### src/rtl/mux_n_pipe_pkg.sv
// Shared definitions for the N:1 registered selector and its skid buffer.
package mux_n_pipe_pkg;

  // Largest number of selectable operands the selector is meant for
  localparam int MUX_N_MAX = 16;

  // Occupancy of the two-entry output buffer
  typedef enum logic [1:0] {
    ST_EMPTY = 2'd0,
    ST_ONE   = 2'd1,
    ST_FULL  = 2'd2
  } occ_e;

  // Select width for n inputs; a 2:1 selector still needs one bit
  function automatic int sel_width(input int n);
    return (n <= 2) ? 1 : $clog2(n);
  endfunction

endpackage

### src/rtl/mux_n_pipe_if.sv
// Operand/select handshake bundle between an operand source and the selector.
interface mux_n_pipe_if import mux_n_pipe_pkg::*; #(
  parameter int WIDTH = 5,
  parameter int N     = 4,
  parameter int SEL_W = sel_width(N)
);
  logic [N*WIDTH-1:0] in_data;
  logic [SEL_W-1:0]   in_sel;
  logic               in_valid;
  logic               in_ready;
  logic [WIDTH-1:0]   out_data;
  logic               out_err;
  logic               out_valid;
  logic               out_ready;

  // Upstream/downstream side that drives operands and accepts results
  modport master (
    output in_data, in_sel, in_valid, out_ready,
    input  in_ready, out_data, out_err, out_valid
  );

  // Selector side
  modport slave (
    input  in_data, in_sel, in_valid, out_ready,
    output in_ready, out_data, out_err, out_valid
  );
endinterface

### src/rtl/mux_n_pipe_skid_buf2.sv
// Two-entry skid buffer: a main (output) register plus one skid register so the
// upstream ready never depends combinationally on the downstream ready.
module skid_buf2 import mux_n_pipe_pkg::*; #(
  parameter int DW = 6
) (
  input  logic          clk,
  input  logic          reset,
  input  logic          flush,
  input  logic [DW-1:0] in_data,
  input  logic          in_valid,
  output logic          in_ready,
  output logic [DW-1:0] out_data,
  output logic          out_valid,
  input  logic          out_ready
);

  occ_e          state_q, state_d;
  logic [DW-1:0] main_q, main_d;
  logic [DW-1:0] skid_q, skid_d;
  logic          accept;
  logic          consume;

  // Outputs are decodes of flops only
  assign in_ready  = (state_q != ST_FULL);
  assign out_valid = (state_q != ST_EMPTY);
  assign out_data  = main_q;
  assign accept    = in_valid & in_ready;
  assign consume   = out_valid & out_ready;

  // Occupancy transitions; the oldest entry always sits in main
  always_comb begin
    state_d = state_q;
    main_d  = main_q;
    skid_d  = skid_q;
    if (flush) begin
      state_d = ST_EMPTY;
      main_d  = '0;
      skid_d  = '0;
    end else begin
      case (state_q)
        ST_EMPTY: begin
          if (accept) begin
            main_d  = in_data;
            state_d = ST_ONE;
          end
        end
        ST_ONE: begin
          if (accept && consume) begin
            main_d = in_data;
          end else if (accept) begin
            skid_d  = in_data;
            state_d = ST_FULL;
          end else if (consume) begin
            main_d  = '0;
            state_d = ST_EMPTY;
          end
        end
        ST_FULL: begin
          if (consume) begin
            main_d  = skid_q;
            skid_d  = '0;
            state_d = ST_ONE;
          end
        end
        default: begin
          state_d = ST_EMPTY;
          main_d  = '0;
          skid_d  = '0;
        end
      endcase
    end
  end

  // State and data registers, cleared asynchronously
  always_ff @(posedge clk or posedge reset) begin
    if (reset) begin
      state_q <= ST_EMPTY;
      main_q  <= '0;
      skid_q  <= '0;
    end else begin
      state_q <= state_d;
      main_q  <= main_d;
      skid_q  <= skid_d;
    end
  end

endmodule

### src/rtl/mux_n_pipe.sv
// Parametrised N:1 operand selector with registered output, out-of-range flag
// and valid/ready back-pressure through a two-entry skid buffer.
module mux_n_pipe import mux_n_pipe_pkg::*; #(
  parameter int WIDTH = 5,
  parameter int N     = 4,
  parameter int SEL_W = sel_width(N)
) (
  input logic        clk,
  input logic        reset,
  input logic        flush,
  mux_n_pipe_if.slave bus
);

  if (N < 2 || N > MUX_N_MAX) begin : g_bad_n
    $error("mux_n_pipe: N out of range");
  end
  if (SEL_W != sel_width(N)) begin : g_bad_sel_w
    $error("mux_n_pipe: SEL_W does not match clog2(N)");
  end

  logic [SEL_W-1:0] sel_idx;
  logic             sel_err;
  logic [WIDTH-1:0] sel_data;
  logic [WIDTH:0]   buf_out;

  // Resolve the select at acceptance time; out-of-range picks the last input
  always_comb begin
    sel_idx = bus.in_sel;
    sel_err = 1'b0;
    if (int'(bus.in_sel) >= N) begin
      sel_idx = SEL_W'(N - 1);
      sel_err = 1'b1;
    end
    sel_data = bus.in_data[int'(sel_idx)*WIDTH +: WIDTH];
  end

  skid_buf2 #(
    .DW(WIDTH + 1)
  ) u_skid (
    .clk      (clk),
    .reset    (reset),
    .flush    (flush),
    .in_data  ({sel_err, sel_data}),
    .in_valid (bus.in_valid),
    .in_ready (bus.in_ready),
    .out_data (buf_out),
    .out_valid(bus.out_valid),
    .out_ready(bus.out_ready)
  );

  assign bus.out_data = buf_out[WIDTH-1:0];
  assign bus.out_err  = buf_out[WIDTH];

endmodule
### src/flat_wrapper.sv
// flat-port wrapper written by rule: the top's interface ports become plain ports
module mux_n_pipe_flat import mux_n_pipe_pkg::*;
#(
  parameter int WIDTH = 5,
  parameter int N     = 4,
  parameter int SEL_W = sel_width(N)
)
  (clk, reset, flush, bus_in_data, bus_in_sel, bus_in_valid, bus_out_ready, bus_in_ready, bus_out_data, bus_out_err, bus_out_valid);
  mux_n_pipe_if #(.WIDTH(WIDTH), .N(N), .SEL_W(SEL_W)) bus_i ();
  input logic clk;
  input logic reset;
  input logic flush;
  input wire logic [$bits(bus_i.in_data)-1:0] bus_in_data;
  input wire logic [$bits(bus_i.in_sel)-1:0] bus_in_sel;
  input wire logic [$bits(bus_i.in_valid)-1:0] bus_in_valid;
  input wire logic [$bits(bus_i.out_ready)-1:0] bus_out_ready;
  output wire logic [$bits(bus_i.in_ready)-1:0] bus_in_ready;
  output wire logic [$bits(bus_i.out_data)-1:0] bus_out_data;
  output wire logic [$bits(bus_i.out_err)-1:0] bus_out_err;
  output wire logic [$bits(bus_i.out_valid)-1:0] bus_out_valid;
  assign bus_i.in_data = bus_in_data;
  assign bus_i.in_sel = bus_in_sel;
  assign bus_i.in_valid = bus_in_valid;
  assign bus_i.out_ready = bus_out_ready;
  assign bus_in_ready = bus_i.in_ready;
  assign bus_out_data = bus_i.out_data;
  assign bus_out_err = bus_i.out_err;
  assign bus_out_valid = bus_i.out_valid;
  mux_n_pipe #(.WIDTH(WIDTH), .N(N), .SEL_W(SEL_W)) u_core (.clk(clk), .reset(reset), .flush(flush), .bus(bus_i));
endmodule
### config.mk
export PLATFORM = sky130hd
export DESIGN_NAME = mux_n_pipe_flat
export DESIGN_NICKNAME = d
export VERILOG_FILES = /design/src/rtl/mux_n_pipe_pkg.sv /design/src/rtl/mux_n_pipe_if.sv /design/src/rtl/mux_n_pipe_skid_buf2.sv /design/src/rtl/mux_n_pipe.sv /design/src/flat_wrapper.sv
export SDC_FILE = /design/constraint.sdc
export NUM_CORES = 1
export LEC_CHECK = 0
export ABC_CLOCK_PERIOD_IN_PS = 1350
export BUFFER_PORTS_ARGS = -buffer_cell sky130_fd_sc_hd__buf_2
export CAP_MARGIN = 15
export CELL_PAD_IN_SITES_DETAIL_PLACEMENT = 1
export CELL_PAD_IN_SITES_GLOBAL_PLACEMENT = 2
export CORE_UTILIZATION = 29
export DETAILED_ROUTE_END_ITERATION = 8
export PLACE_DENSITY = 0.83
export SLEW_MARGIN = 25
export SYNTH_ARGS = -nofsm -noshare
export SYNTH_HDL_FRONTEND = slang
export SYNTH_HIERARCHICAL = 1
export SYNTH_SLANG_ARGS = --single-unit
### constraint.sdc
create_clock -name clk -period 1.35 [get_ports clk]
set_input_delay 0.3375 -clock clk [delete_from_list [all_inputs] [get_ports clk]]
set_output_delay 0.3375 -clock clk [all_outputs]
set_load 0.02 [all_outputs]
After elaboration in Yosys (flattened, before gate mapping)
Cells that the tools add are included.
{"block": "classes", "multipliers": 1, "n_eq_ne": 11, "n_shift": 1, "mux": 17, "n_bitwise": 2, "reduce_logical": 6}
{"operator": "6-bit two-way mux", "n": 8}
{"operator": "6-bit one-hot mux with 3 select lines", "n": 2}
{"operator": "20-bit by 32-bit indexed part select with 5-bit output", "n": 1}
{"operator": "2-bit two-way mux", "n": 6}
{"operator": "3-bit != test (second input constant)", "n": 4}
{"operator": "4-bit != test (second input constant)", "n": 3}
{"operator": "4-bit AND reduction", "n": 3}
{"operator": "2-bit one-hot mux with 3 select lines", "n": 1}
{"operator": "2-bit by 3-bit multiplier with 5-bit output (second input constant)", "n": 1}
{"operator": "2-bit != test (second input constant)", "n": 2}
{"operator": "1-bit bitwise AND", "n": 2}
{"operator": "2-bit by 1-bit == test with 1-bit output (second input constant)", "n": 1}
{"operator": "2-bit == test (second input constant)", "n": 1}
{"operator": "2-bit zero test", "n": 1}
{"operator": "2-bit nonzero test", "n": 1}
{"operator": "1-bit logical AND", "n": 1}
{"block": "word_totals", "register_bits": 14, "in_bits": 27, "wordCells": 41}

Longest topological paths before layout
{"block": "depth", "ltp_word": 7, "ltp_mapped": 5, "ltp_nobuf": 4}

By module
The synthesis kept the hierarchy.
{"module": "skid_buf2", "n_inst": 1, "cells_per_inst": 75, "area_per_inst_um2": 774.5}
{"module": "mux_n_pipe", "n_inst": 1, "cells_per_inst": 7, "area_per_inst_um2": 127.6}

Worst setup path before layout
No wires, ideal clock.
{"block": "synth_path", "path_kind": "input-to-reg", "startpoint": "input bus_in_sel[0]", "endpoint": "register u_core.u_skid.main_q[0], in the netlist u_core/u_skid/out_data[0]", "setup_time_ns": 0.121, "arrival_ns": 1.342, "setup_slack_ns": -0.113, "cell_stages": 5, "path_cell_list": "buf_6 mux4_2 mux2i_1 o2bb2ai_1 a22o_1"}
{"block": "synth_via", "elab_chain_len": 5}
{"element": "start: declaration", "line_no": "flat_wrapper.sv:14", "source": "input wire logic [$bits(bus_i.in_sel)-1:0] bus_in_sel;"}
{"element": "2-bit by 3-bit multiplier with 5-bit output *", "line_no": "mux_n_pipe.sv:34", "source": "sel_data = bus.in_data[int'(sel_idx)*WIDTH +: WIDTH];"}
{"element": "20-bit by 32-bit indexed part select with 5-bit output *", "line_no": "mux_n_pipe.sv:34"}
{"element": "net u_core.sel_data[0]", "line_no": "mux_n_pipe.sv:23", "source": "logic [WIDTH-1:0] sel_data;"}
{"element": "6-bit two-way mux, on equally long branches", "line_no": "mux_n_pipe_skid_buf2.sv:48, mux_n_pipe_skid_buf2.sv:42"}
{"element": "6-bit one-hot mux with 3 select lines *", "line_no": "mux_n_pipe_skid_buf2.sv:40", "source": "case (state_q)"}
{"element": "6-bit two-way mux *", "line_no": "mux_n_pipe_skid_buf2.sv:35", "source": "if (flush) begin"}
{"element": "end signal: assignment", "line_no": "mux_n_pipe_skid_buf2.sv:82", "source": "main_q <= main_d;"}
{"element": "end: declaration", "line_no": "mux_n_pipe_skid_buf2.sv:18", "source": "logic [DW-1:0] main_q, main_d;"}
Mark *: on every way through the listed nets, which the timed path passes. The rest lies on a longest branch. The select of a mux whose other input is x is not followed.
A chain may end at the register's enable or synchronous reset.

Worst setup path in the final report
{"block": "layout_path", "startpoint": "register u_core.u_skid.state_q[1]", "endpoint": "output bus_out_valid"}
{"block": "layout_via", "elab_chain_len": 1}
{"element": "start: declaration", "line_no": "mux_n_pipe_skid_buf2.sv:17", "source": "occ_e state_q, state_d;"}
{"element": "start signal: assignment", "line_no": "mux_n_pipe_skid_buf2.sv:81", "source": "state_q <= state_d;"}
{"element": "2-bit nonzero test", "line_no": "mux_n_pipe_skid_buf2.sv:25", "source": "assign out_valid = (state_q != ST_EMPTY);"}
{"element": "end: declaration", "line_no": "flat_wrapper.sv:20", "source": "output wire logic [$bits(bus_i.out_valid)-1:0] bus_out_valid;"}
Every way passes these cells.

==> flow_summary_export.csv <==
group,metric,value,unit
run_status,status,"complete, but fails checks",
run_status,failing_checks,"negative setup slack",
routing,route.detailed.wl_per_inst,15.8,um
floorplan,boundaryPins,35,
setup_path,critPathSlowestCell,"sky130_fd_sc_hd__dfrtp_1",
routing,drc_errors,0,
layout,multi_input_area,551,sq um
sta,clock.fmax,0.655,GHz
synth,ys_seq_area_share,38.8,%
synth,synth.distinct_cells,23,
clock_network,clk_latency,0.29,ns
worst_hold_path,min_path_type,"in2async",
clock_network,cts_root_buffer,"sky130_fd_sc_hd__clkbuf_4",
global_route,antenna_found_initial,0,
routing,firstDrtPassIters,3,
sta,grt_setup_unrepaired,"true",
floorplan,total_number_of_placement_rows,19,
clock_network,clk_pin_slew_worst_paths,0.10,ns
setup_path,timing.critical_path.cells,"buf_6 -> or2_4 -> buf_6",
power_and_ir_drop,worst_ir_drop_vdd,0.277,mV
layout,nNetsFinal,167,
clock_network,tritoncts.num_buffers,3,
routing,drt-total-wl,2.68,mm
setup_path,worst-path-max-fanout,4,
power_and_ir_drop,pwr_density_cell,855,nW/um^2
power_and_ir_drop,power.internal,0.000809,W
setup_path,worst_setup_path_end_kind,"primary output",
setup_path,worstPathBufferInverterCount,2,
global_route,grt_util_all_layers,17.6,%
power_and_ir_drop,pwr-share-comb,31.8,%
synth,synth_cells,82,
clock_network,cts_max_path_buffers,2,
power_and_ir_drop,cellLeakagePower,0.670,nW
global_route,overflow,0,
sta,count_of_final_max_slew_check_failures,0,
layout,postLayoutCellArea,1360,sq um
placed_design,post_detailed_placement_half_perimeter_wirelength,1.97,mm
setup_path,reg2reg_slack,-0.11,ns
layout,share_of_cells_above_drive_strength_1,53.2,%
layout,nFillCells,331,
layout,instances_no_fill,170,
routing,via_count,882,
routing,drtIter0Drc,13,
floorplan,die_x,57.8,um
placed_design,port-buffer-count,34,
clock_network,htree_levels,1,
sta,clock_skew,0.00809,ns
setup_path,worstSetupPathType,"reg2out",
setup_path,path_common_cell,"sky130_fd_sc_hd__buf_6",
routing,antenna_violating_nets_post_route,0,
floorplan,start_util,31.6,%
power_and_ir_drop,power.share.switching,30.3,%
setup_path,cpPeakStageDelay,0.40,ns
synth,synthesis.area_per_instance,11.0,sq um
power_and_ir_drop,net-switching-power,0.000351,W
setup_path,timing.critical_path.required,1.01,ns
placed_design,placedInstanceArea,1180,sq um
clock_network,clkSinkCount,14,
flow_run,drv.max_cap_violation_count,0,
synth,synth.yosys.warnings,6,
floorplan,die_area,3340,sq um
floorplan,fp.dieH,57.8,um
sta,hold_violations,0,
power_and_ir_drop,pwr-share-seq,40.7,%
global_route,grt_start_max_net_pins,15,
sta,final_cycle_share,113,%
placed_design,place_inst,158,
synth,ys_ff_latch,14,
layout,antenna_cells,0,
floorplan,coreArea,2850,sq um
sta,fin_crit,1.53,ns
global_route,grt_pass1_wl,4.32,mm
sta,final_critical_path_setup_slack,-0.176,ns
power_and_ir_drop,power_frac_clock,27.5,%
global_route,grt_pass1_vias,966,
setup_path,critical_path.top_delay_family,"flip-flops",
routing,drt-vias-per-instance,5.19,
sta,max_slew.worst_pin.slew,0.563,ns
layout,sequential_cell_area,352,sq um
setup_path,worst-endpoint-arrival,1.19,ns
clock_network,post_cts_hold_buffer_count,0,
clock_network,cts_tree,"yes",
placed_design,place_congestion,0.758,
sta,setup_viol,14,
synth,synth.cell_area,902,sq um
setup_path,startpoint_type,"register",
sta,timing.slew.headroom,62.4,%
layout,flow.area_growth_from_synthesis,50.3,%
-- cell type report --
| cell class | count | share of cell area (%) |
|---|---|---|
| Clock buffer | 4 | 2.68 |
| Inverter | 7 | 1.94 |
| Multi-Input combinational cell | 60 | 40.6 |
| Sequential cell | 14 | 25.9 |
| Tap cell | 31 | 2.86 |
| Timing Repair Buffer | 54 | 26.0 |
-- metal layers --
layer  wire (um)  GRT usage (%)  up-vias
met5           0              0        -
met4          53           7.14        0
met3         170           3.35        7
met2        1380           31.9       34
met1        1080           20.3      432
li1            -              -      409
-- placed cells by master (no fill, tap or decap), types with 3 or more instances in the layout --
master,n
sky130_fd_sc_hd__buf_2,32
sky130_fd_sc_hd__inv_1,7
sky130_fd_sc_hd__mux4_2,5
sky130_fd_sc_hd__clkbuf_4,3
sky130_fd_sc_hd__o2bb2ai_1,6
sky130_fd_sc_hd__nor2_1,6
sky130_fd_sc_hd__dfrtp_1,13
sky130_fd_sc_hd__buf_6,4
sky130_fd_sc_hd__buf_4,17
sky130_fd_sc_hd__conb_1,3
sky130_fd_sc_hd__mux2i_1,12
sky130_fd_sc_hd__a22o_1,6
sky130_fd_sc_hd__nand2_1,8
-- cells by family (layout without fill, tap and decap cells) --
family	count (synthesis)	after routing	synth area share, %
mux	18	18	26.9
flops	14	14	38.8
buf+inv	10	65	5.55
other cells	1	3	0.416
compound gates	17	17	16.0
simple gates	22	22	12.3
-- metrics by stage --
step                hold WS, ns  utilization [%]  setup TNS, ns  power, W  setup WS [ns]
floorplan                 0.227                -         -0.374  0.000662        -0.0748
global placement          0.416             41.5          -1.26  0.000778         -0.245
detailed placement        0.419             41.5          -1.76  0.000791         -0.300
CTS                       0.106             46.0          -1.11   0.00114         -0.155
global route              0.128             47.5          -2.13   0.00123         -0.223
finish                   0.0824             47.5          -1.26   0.00116         -0.176
-- synth_stat cells --
cell                        instances  area, sq um
sky130_fd_sc_hd__nor2b_1            2         12.5
sky130_fd_sc_hd__buf_2              1         5.00
sky130_fd_sc_hd__o2bb2ai_1          6         52.6
sky130_fd_sc_hd__conb_1             1         3.75
sky130_fd_sc_hd__nand2_1            8         30.0
sky130_fd_sc_hd__mux4_2             5          113
sky130_fd_sc_hd__a2bb2oi_1          1         8.76
sky130_fd_sc_hd__buf_4              1         7.51
sky130_fd_sc_hd__or3b_1             1         8.76
sky130_fd_sc_hd__and2b_1            1         7.51
sky130_fd_sc_hd__nor2_4             1         11.3
sky130_fd_sc_hd__buf_6              1         11.3
sky130_fd_sc_hd__o22a_1             1         8.76
sky130_fd_sc_hd__a21boi_1           1         7.51
sky130_fd_sc_hd__nor2_1             6         22.5
sky130_fd_sc_hd__nand2b_1           1         6.26
sky130_fd_sc_hd__mux2i_1           13          130
sky130_fd_sc_hd__dfrtp_1           14          350
sky130_fd_sc_hd__nor2_2             1         6.26
sky130_fd_sc_hd__a22o_1             7         61.3
sky130_fd_sc_hd__or2_2              1         6.26
sky130_fd_sc_hd__a21oi_1            1         5.00
sky130_fd_sc_hd__inv_1              7         26.3
-- registers in the layout, summed over array words and instances (netlist names) --
register,cells
u_core/u_skid/out_data,6
u_core/u_skid/state_q,2
u_core/u_skid/skid_q,6
-- power by group through the flow --
stage	combinational, W	clock (W)	sequential [W]
global route	0.000401	0.000352	0.000477
global placement	0.000300	0	0.000478
detailed placement	0.000312	0	0.000479
CTS	0.000345	0.000323	0.000473
floorplan	0.000168	0	0.000493
finish	0.000369	0.000319	0.000473
-- worst register-to-register path, delay by kind of cell (launching register included) --
| kind | cells | cell delay [ns] |
|---|---|---|
| buf+inv | 2 | 0.29 |
| compound gates | 2 | 0.51 |
| mux | 1 | 0.15 |
| flops | 1 | 0.40 |
-- path summary, 6_finish.rpt --
path                                           start                         to  cells after the start
max reg2reg                 u_core/u_skid/state_q[1]  u_core/u_skid/out_data[5]                      5
min in group clk                               flush   u_core/u_skid/state_q[0]                      2
max in group asynchronous                      reset   u_core/u_skid/state_q[0]                      2
min reg2reg                u_core/u_skid/out_data[5]  u_core/u_skid/out_data[5]                      1
min                                            reset   u_core/u_skid/state_q[1]                      2
max                         u_core/u_skid/state_q[1]              bus_out_valid                      3
-- timing repair --
| action | in CTS | in global routing |
|---|---|---|
| buffers inserted | 5 | 4 |
| gates resized for setup | 12 | 5 |
| setup endpoints to repair | 14 | 15 |
| pin swaps | 1 | 7 |
Note: power is estimated with default switching activity, not from simulation.
